File: src/rtl/reg_file_pkg.sv
// Shared widths and types for the architectural register file.
// The ROB and dispatcher use the same widths.
package reg_file_pkg;
    localparam int XLEN      = 32;
    localparam int REG_ID_W  = 5;
    localparam int ROB_TAG_W = 4;
    localparam int NUM_REGS  = 1 << REG_ID_W;

    typedef logic [XLEN-1:0]      xlen_t;
    typedef logic [REG_ID_W-1:0]  reg_id_t;
    typedef logic [ROB_TAG_W-1:0] rob_tag_t;
endpackage

File: src/rtl/reg_file_read_port.sv
// Combinational operand read with same-cycle commit bypass.
// x0 wins first, then a matching commit, then the stored entry.
module reg_file_read_port
    import reg_file_pkg::*;
#(
    parameter int XLEN_P      = XLEN,
    parameter int REG_ID_W_P  = REG_ID_W,
    parameter int ROB_TAG_W_P = ROB_TAG_W
) (
    input  logic [REG_ID_W_P-1:0]                     id,
    input  logic [(1<<REG_ID_W_P)-1:0][XLEN_P-1:0]    val_arr,
    input  logic [(1<<REG_ID_W_P)-1:0]                busy_arr,
    input  logic [(1<<REG_ID_W_P)-1:0][ROB_TAG_W_P-1:0] tag_arr,
    input  logic                                      commit_en,
    input  logic [REG_ID_W_P-1:0]                     commit_rd,
    input  logic [ROB_TAG_W_P-1:0]                    commit_rob_id,
    input  logic [XLEN_P-1:0]                         commit_val,
    output logic [XLEN_P-1:0]                         val,
    output logic                                      busy,
    output logic [ROB_TAG_W_P-1:0]                    tag
);
    logic bypass_hit;

    assign bypass_hit = commit_en && (commit_rd == id) && busy_arr[id]
                        && (tag_arr[id] == commit_rob_id);

    always_comb begin
        val  = val_arr[id];
        busy = busy_arr[id];
        tag  = tag_arr[id];
        if (id == '0) begin
            val  = '0;
            busy = 1'b0;
            tag  = '0;
        end else if (bypass_hit) begin
            val  = commit_val;
            busy = 1'b0;
        end
    end
endmodule

File: src/rtl/reg_file.sv
// Architectural register file with per-register busy bit and ROB producer tag.
// Commits retire values, issues rename destinations, clear drops every rename.
module reg_file
    import reg_file_pkg::*;
#(
    parameter int XLEN_P      = XLEN,
    parameter int REG_ID_W_P  = REG_ID_W,
    parameter int ROB_TAG_W_P = ROB_TAG_W
) (
    input  logic                   clk,
    input  logic                   rst,
    input  logic                   rdy,
    input  logic                   clear,
    input  logic                   commit_en,
    input  logic [REG_ID_W_P-1:0]  commit_rd,
    input  logic [ROB_TAG_W_P-1:0] commit_rob_id,
    input  logic [XLEN_P-1:0]      commit_val,
    input  logic                   issue_en,
    input  logic [REG_ID_W_P-1:0]  issue_rd,
    input  logic [ROB_TAG_W_P-1:0] issue_rob_id,
    input  logic [REG_ID_W_P-1:0]  rs1_id,
    input  logic [REG_ID_W_P-1:0]  rs2_id,
    output logic [XLEN_P-1:0]      rs1_val,
    output logic [XLEN_P-1:0]      rs2_val,
    output logic                   rs1_busy,
    output logic                   rs2_busy,
    output logic [ROB_TAG_W_P-1:0] rs1_tag,
    output logic [ROB_TAG_W_P-1:0] rs2_tag
);
    localparam int NREGS = 1 << REG_ID_W_P;

    logic [NREGS-1:0][XLEN_P-1:0]      val_q,  val_d;
    logic [NREGS-1:0]                  busy_q, busy_d;
    logic [NREGS-1:0][ROB_TAG_W_P-1:0] tag_q,  tag_d;

    logic commit_act;
    logic issue_act;

    assign commit_act = rdy && commit_en && (commit_rd != '0);
    assign issue_act  = rdy && issue_en && (issue_rd != '0);

    always_comb begin
        val_d  = val_q;
        busy_d = busy_q;
        tag_d  = tag_q;
        if (commit_act) begin
            val_d[commit_rd] = commit_val;
            // Only the youngest producer may release the register.
            if (busy_q[commit_rd] && (tag_q[commit_rd] == commit_rob_id)) begin
                busy_d[commit_rd] = 1'b0;
            end
        end
        if (rdy && clear) begin
            busy_d = '0;
        end else if (issue_act) begin
            busy_d[issue_rd] = 1'b1;
            tag_d[issue_rd]  = issue_rob_id;
        end
    end

    always_ff @(posedge clk or posedge rst) begin
        if (rst) begin
            val_q  <= '0;
            busy_q <= '0;
            tag_q  <= '0;
        end else begin
            val_q  <= val_d;
            busy_q <= busy_d;
            tag_q  <= tag_d;
        end
    end

    reg_file_read_port #(
        .XLEN_P      (XLEN_P),
        .REG_ID_W_P  (REG_ID_W_P),
        .ROB_TAG_W_P (ROB_TAG_W_P)
    ) u_rd1 (
        .id            (rs1_id),
        .val_arr       (val_q),
        .busy_arr      (busy_q),
        .tag_arr       (tag_q),
        .commit_en     (commit_en),
        .commit_rd     (commit_rd),
        .commit_rob_id (commit_rob_id),
        .commit_val    (commit_val),
        .val           (rs1_val),
        .busy          (rs1_busy),
        .tag           (rs1_tag)
    );

    reg_file_read_port #(
        .XLEN_P      (XLEN_P),
        .REG_ID_W_P  (REG_ID_W_P),
        .ROB_TAG_W_P (ROB_TAG_W_P)
    ) u_rd2 (
        .id            (rs2_id),
        .val_arr       (val_q),
        .busy_arr      (busy_q),
        .tag_arr       (tag_q),
        .commit_en     (commit_en),
        .commit_rd     (commit_rd),
        .commit_rob_id (commit_rob_id),
        .commit_val    (commit_val),
        .val           (rs2_val),
        .busy          (rs2_busy),
        .tag           (rs2_tag)
    );
endmodule

File: config.mk
export PLATFORM = sky130hd
export DESIGN_NAME = reg_file
export DESIGN_NICKNAME = d
export VERILOG_FILES = /design/src/rtl/reg_file_pkg.sv /design/src/rtl/reg_file_read_port.sv /design/src/rtl/reg_file.sv
export SDC_FILE = /design/constraint.sdc
export NUM_CORES = 2
export LEC_CHECK = 0
export CAP_MARGIN = 20
export CORE_MARGIN = 10
export CORE_UTILIZATION = 40
export CTS_BUF_LIST = sky130_fd_sc_hd__clkbuf_4 sky130_fd_sc_hd__clkbuf_8 sky130_fd_sc_hd__clkbuf_16
export DETAILED_ROUTE_END_ITERATION = 12
export GPL_TIMING_DRIVEN = 0
export MAX_ROUTING_LAYER = met4
export PLACE_DENSITY = 0.64
export SYNTH_ARGS = -nofsm -noshare
export SYNTH_HDL_FRONTEND = slang
export SYNTH_HIERARCHICAL = 1
export SYNTH_SLANG_ARGS = --single-unit
File: constraint.sdc
create_clock -name clk -period 46.6 [get_ports clk]
set_clock_uncertainty 0.2 [all_clocks]
set_input_delay 9.32 -clock clk [delete_from_list [all_inputs] [get_ports clk]]
set_output_delay 9.32 -clock clk [all_outputs]
set_load 0.03 [all_outputs]
======== Yosys cells after proc, flatten, opt, wreduce, memory -nomap -nowiden ========
Index checks and enable logic that the tools add are counted.
storage, ports and cells
  register bits ........................... 1,184
  bits of input ports ..................... 66
  output and inout port bits .............. 74
  word-level logic and storage cells ...... 139
cells by class
  order comparisons ....................... 6
  eq/ne operators ......................... 5
  multiplexer cells ....................... 40
  bitwise operators ....................... 4
  reduce and logical (&&, ||, !) cells .... 19
operator list
  kind                                                                          count
  1024-bit bitwise mux                                                          1
  32-bit two-way mux                                                            11
  32-bit binary-select mux with 5-bit select                                    2
  32-bit demux with 5-bit select                                                1
  128-bit bitwise mux                                                           1
  4-bit binary-select mux with 5-bit select                                     3
  32-bit AND                                                                    1
  32-bit NOT                                                                    1
  32-bit bitwise OR                                                             1
  5-bit by 6-bit less-than comparator with 1-bit output, second input constant  4
  4-bit two-way mux                                                             6
  4-bit demux with 5-bit select                                                 1
  1-bit binary-select mux with 5-bit select                                     3
  1-bit logical AND                                                             14
  4-bit == test                                                                 3
  1-bit demux with 5-bit select                                                 2
  5-bit == test                                                                 2
  5-bit by 1-bit >= comparator with 1-bit output, second input constant         2
  5-bit zero test                                                               2
  5-bit nonzero test                                                            2
  1-bit two-way mux                                                             9
  2-bit AND reduction                                                           1
  1-bit NOT                                                                     1

======== Depth between registers and ports, before layout ========
  word-level depth ........................ 11
  gate-level depth with buffers ........... 13
  mapped depth without buffers ............ 7

======== Cells and area by module ========
Netlist, hierarchy kept.
by module, submodules not included
  module              times used  cells an instance  area each (um^2)  sequential area each (um^2)
  reg_file            1           2,923              45,934.1          29,628.4
  reg_file_read_port  2           685                10,126.0          0.0

======== Worst setup path after synthesis ========
No wires, ideal clock.
  path kind ............................... input -> output
  from .................................... in rs1_id[1]
  to ...................................... out rs1_val[10]
  arrival time ............................ 12,043 ps
  data required time ...................... 37,080 ps
  path slack .............................. 25,037 ps
  stages .................................. 11
  path buffers ............................ 4
  cells stage by stage .................... buf_6 > buf_12 > mux4_2 > a2bb2oi_1 > a311oi_1 > mux2i_1 > o2111ai_1 > or3_1 > buf_6 > buf_6 > mux2i_1
between the ends
  word-level cells in the longest chain between the ends .. 6
  elaborated cells between the ends (all ways) .. 14
  classes of those cells .................. 2 x eq/ne; 8 x mux; 4 x reduce/logical
RTL lines
  what                                                               RTL line                                            text
  start: declaration                                                 reg_file.sv:21                                      input logic [REG_ID_W_P-1:0] rs1_id,
  4-bit binary-select mux with 5-bit select (tied with other cells)  reg_file_read_port.sv:25                            && (tag_arr[id] == commit_rob_id);
  4-bit two-way mux (implied by the code) (tied with other cells)    reg_file_read_port.sv:25
  4-bit == test / 1-bit logical AND (equally long branches)          reg_file_read_port.sv:25, reg_file_read_port.sv:24
  1-bit logical AND                                                  reg_file_read_port.sv:25
  32-bit two-way mux                                                 reg_file_read_port.sv:35                            end else if (bypass_hit) begin
  32-bit two-way mux (*)                                             reg_file_read_port.sv:31                            if (id == '0) begin
  end: declaration                                                   reg_file.sv:23                                      output logic [XLEN_P-1:0] rs1_val,
Every way passes the cells marked *; elsewhere a longest branch is shown, timed or not. The select of a mux whose other input is x is not followed.

======== Worst setup path after layout ========
  from .................................... in rs2_id[0]
  to ...................................... out rs2_val[29]
between the ends
  word-level cells in the longest chain between the ends .. 6
  elaborated cells between the ends (all ways) .. 14
  classes of those cells .................. 2 x eq/ne; 8 x mux; 4 x reduce/logical
RTL lines
  what                                                               RTL line                                            text
  start: declaration                                                 reg_file.sv:22                                      input logic [REG_ID_W_P-1:0] rs2_id,
  4-bit binary-select mux with 5-bit select (tied with other cells)  reg_file_read_port.sv:25
  4-bit two-way mux (implied by the code) (tied with other cells)    reg_file_read_port.sv:25
  4-bit == test / 1-bit logical AND (equally long branches)          reg_file_read_port.sv:25, reg_file_read_port.sv:24
  1-bit logical AND                                                  reg_file_read_port.sv:25
  32-bit two-way mux                                                 reg_file_read_port.sv:35
  32-bit two-way mux (*)                                             reg_file_read_port.sv:31
  end: declaration                                                   reg_file.sv:24                                      output logic [XLEN_P-1:0] rs2_val,
Marked as above.

==> impl_metrics.yaml <==
run_status:
  status: "completed"
worst_setup_path:
  crit_chain: "clkdlybuf4s50_1 -> buf_4 -> buf_2 -> buf_2 -> buf_2 -> buf_2 -> or4_1 -> buf_2 -> clkbuf_1 -> o211ai_1 -> mux2i_1 -> clkdlybuf4s50_1"
  cp.required_ps: 37080
  crit_type: "in -> out"
  startpoint_type: "input port"
  ff2ff_setup_slack_ps: 43270
  cpPeakStageDelay_ps: 820
  slowest_stage: "clkdlybuf4s50_1"
  startpoint: "rs2_id[0]"
  crit_top_cell: "buf_2"
  endpoint_kind: "primary output"
  cp.arrival_ps: 15880
  crit_path_max_fanout: 11
  timing.rr.start: "tag_q[64]"
run:
  max_cap_viol_count: 0
cts:
  numCtsBuffers: 137
  cts_resized: 0
  hold_buffers: 0
  clk_pin_slew_ps: 60
  tritoncts: "built"
  clock_latency_ps: 800
  cts.path.max_buffers: 3
  post_cts_buffers: 0
  clock_sinks: 1184
  cts-root-buf: "clkbuf_16"
  htree_levels: 4
floorplanning:
  io_pins: 140
  die-area_sq_um: 182100
  floorplan.initialDensity_pct: 40.16
  num_rows: 149
  die_y_um: 426.8
  core_area_sq_um: 164800
  die_w_um: 426.8
min_path:
  hold_class: "reg -> reg"
  hold_start: "val_q[8]"
synth:
  ys_async_sr_fraction_pct: 100.0
  synth_cell_types: 61
  synth.avg_cell_area_sq_um: 15.42
  synth_seq_cells: 1184
  ys_warn_count: 6
  syn_nets: 4359
  ys.flop_type: "dfrtp_1"
  synth_edf_count: 0
  syn_area_sq_um: 66190
  synth_cells: 4293
  ys_seq_area_share_pct: 44.77
placement:
  hpwl_um: 170300
  port_buffers: 135
  gp_congestion: 0.9820
  placed_area_sq_um: 71180
layout:
  multi_input_area_sq_um: 34250
  stdcell_area_sq_um: 76000
  fin_nets: 4694
  drive_above_1_share_pct: 50.12
  regArea_sq_um: 29630
  syn2layout_area_growth_pct: 14.83
  fill_cells: 14472
power:
  power_density_nw_per_um2: 38.37
  p_total_mw: 2.916
  irDropWorstVdd_mv: 0.03415
  p_leak_nw: 33.11
sta:
  relSlewSlack_pct: 15.93
  fmax_mhz: 39.36
  whs_ps: 278.6
  rsz0062_at_grt: "no"
  setup_viol: 0
  finalCritPeriodShare_pct: 54.52
  tns_ps: 0
  tightest_slew_ps: 1261
  slew_viol_final: 0
  final-hold-violation-count: 0
  fin_crit_ps: 25400
route:
  dr.first_iter.drc_count: 5036
  viasPerCell: 6.453
  drt_first_pass_iters: 7
  num_vias: 44734
  wl_per_cell_um: 34.42
  wirelength_um: 238600
  ant_nets: 0
  drc_errors: 0
global_routing:
  grt_pass1_vias: 45871
  globalRouteOverflowTotal: 0
  grt_pass1_wl_um: 339000
  grt_antenna_before_repair: 6
  grt_usage_pct: 26.68
  grt_max_degree: 124
worst paths after layout:
kind	depth (start not counted)	end
setup / recovery	12	rs2_val[29]
max in group asynchronous	8	val_q[300]
setup reg to reg	9	busy_q[1]
min in group asynchronous	3	tag_q[8]
hold reg to reg	1	val_q[8]
hold / removal	1	val_q[8]
through the flow:
step	utilization, %	cells	setup WS, ps
6_report	46.12	6932	21200
5_1_grt	46.12	6930	21370
4_1_cts	46.05	6918	21490
3_5_place_dp	43.19	6670	21490
3_3_place_gp	42.64	6617	-10810
2_1_floorplan	-	4293	3727
cell type report:
class / count / area share, %
multi-input combinational: 2599 / 45.06
sequential: 1184 / 38.98
clock buffer: 204 / 5.489
tap: 2189 / 3.604
timing repair buffer: 196 / 3.064
buffer: 494 / 2.978
clock inverter: 44 / 0.7161
inverter: 16 / 0.08890
antenna: 6 / 0.01975
placed cells by master (no fill, tap or decap), types with 35 or more instances in the layout:
cell type	count
clkbuf_4	36
dfrtp_1	1184
o211ai_1	64
clkbuf_16	140
mux4_2	730
clkdlybuf4s50_1	135
nor2_1	68
a21oi_1	39
nand2b_1	71
nand2_1	143
clkbuf_1	280
mux2_2	1127
mux2i_1	118
buf_1	35
buf_2	149
state kept, by name (all words and copies together), names as in the netlist:
signal and cells:
busy_q 32, tag_q 128, val_q 1024
cells by family (layout without fill, tap and decap cells):
| kind of cell | after synthesis | count (layout) | synth area share (%) |
|---|---|---|---|
| AOI/OAI and AO/OA | 223 | 223 | 2.512 |
| xor gates and xnor gates | 16 | 16 | 0.2117 |
| buffers and inverters | 510 | 954 | 3.511 |
| DFF | 1184 | 1184 | 44.77 |
| muxes | 1987 | 1987 | 46.24 |
| other | 0 | 6 | 0 |
| and+or+nand+nor | 373 | 373 | 2.758 |
worst max-delay path, delay by kind of cell:
family	cells	cell delay, ps
buffers and inverters	9	5370
AND/OR/NAND/NOR	1	200
AO/OA/AOI/OAI	1	230
multiplexers	1	690
synthesized netlist by cell type (all sizes together) (9+ instances only):
master,number,area share (%)
a22oi,34,0.42
dfrtp,1184,45
mux4,740,25
nand2b,71,0.67
clkbuf,282,1.6
o211ai,64,0.73
nand3,11,0.083
nor2b,21,0.20
mux2i,118,1.8
nor2,68,0.39
a211oi,16,0.19
a21oi,41,0.32
nand2,143,0.81
inv,16,0.091
mux2,1129,19
o21ai,10,0.076
a2111oi,14,0.24
and2,9,0.085
buf,212,1.8
power breakdown:
part	total, mW	switching (mW)	leakage [nW]	internal (mW)
Combinational	0.542	0.248	14.9	0.294
Sequential	1.24	0.0919	15.8	1.15
Clock	1.13	0.465	2.37	0.664
layer usage:
metal,up-vias,wire (um),track usage [%]
li1,17367,-,-
met4,0,15540,15.23
met1,24159,92670,33.74
met2,2542,108700,39.35
met3,666,21720,6.278
met5,-,0,-
No activity file was read; power rests on OpenSTA's default activity.
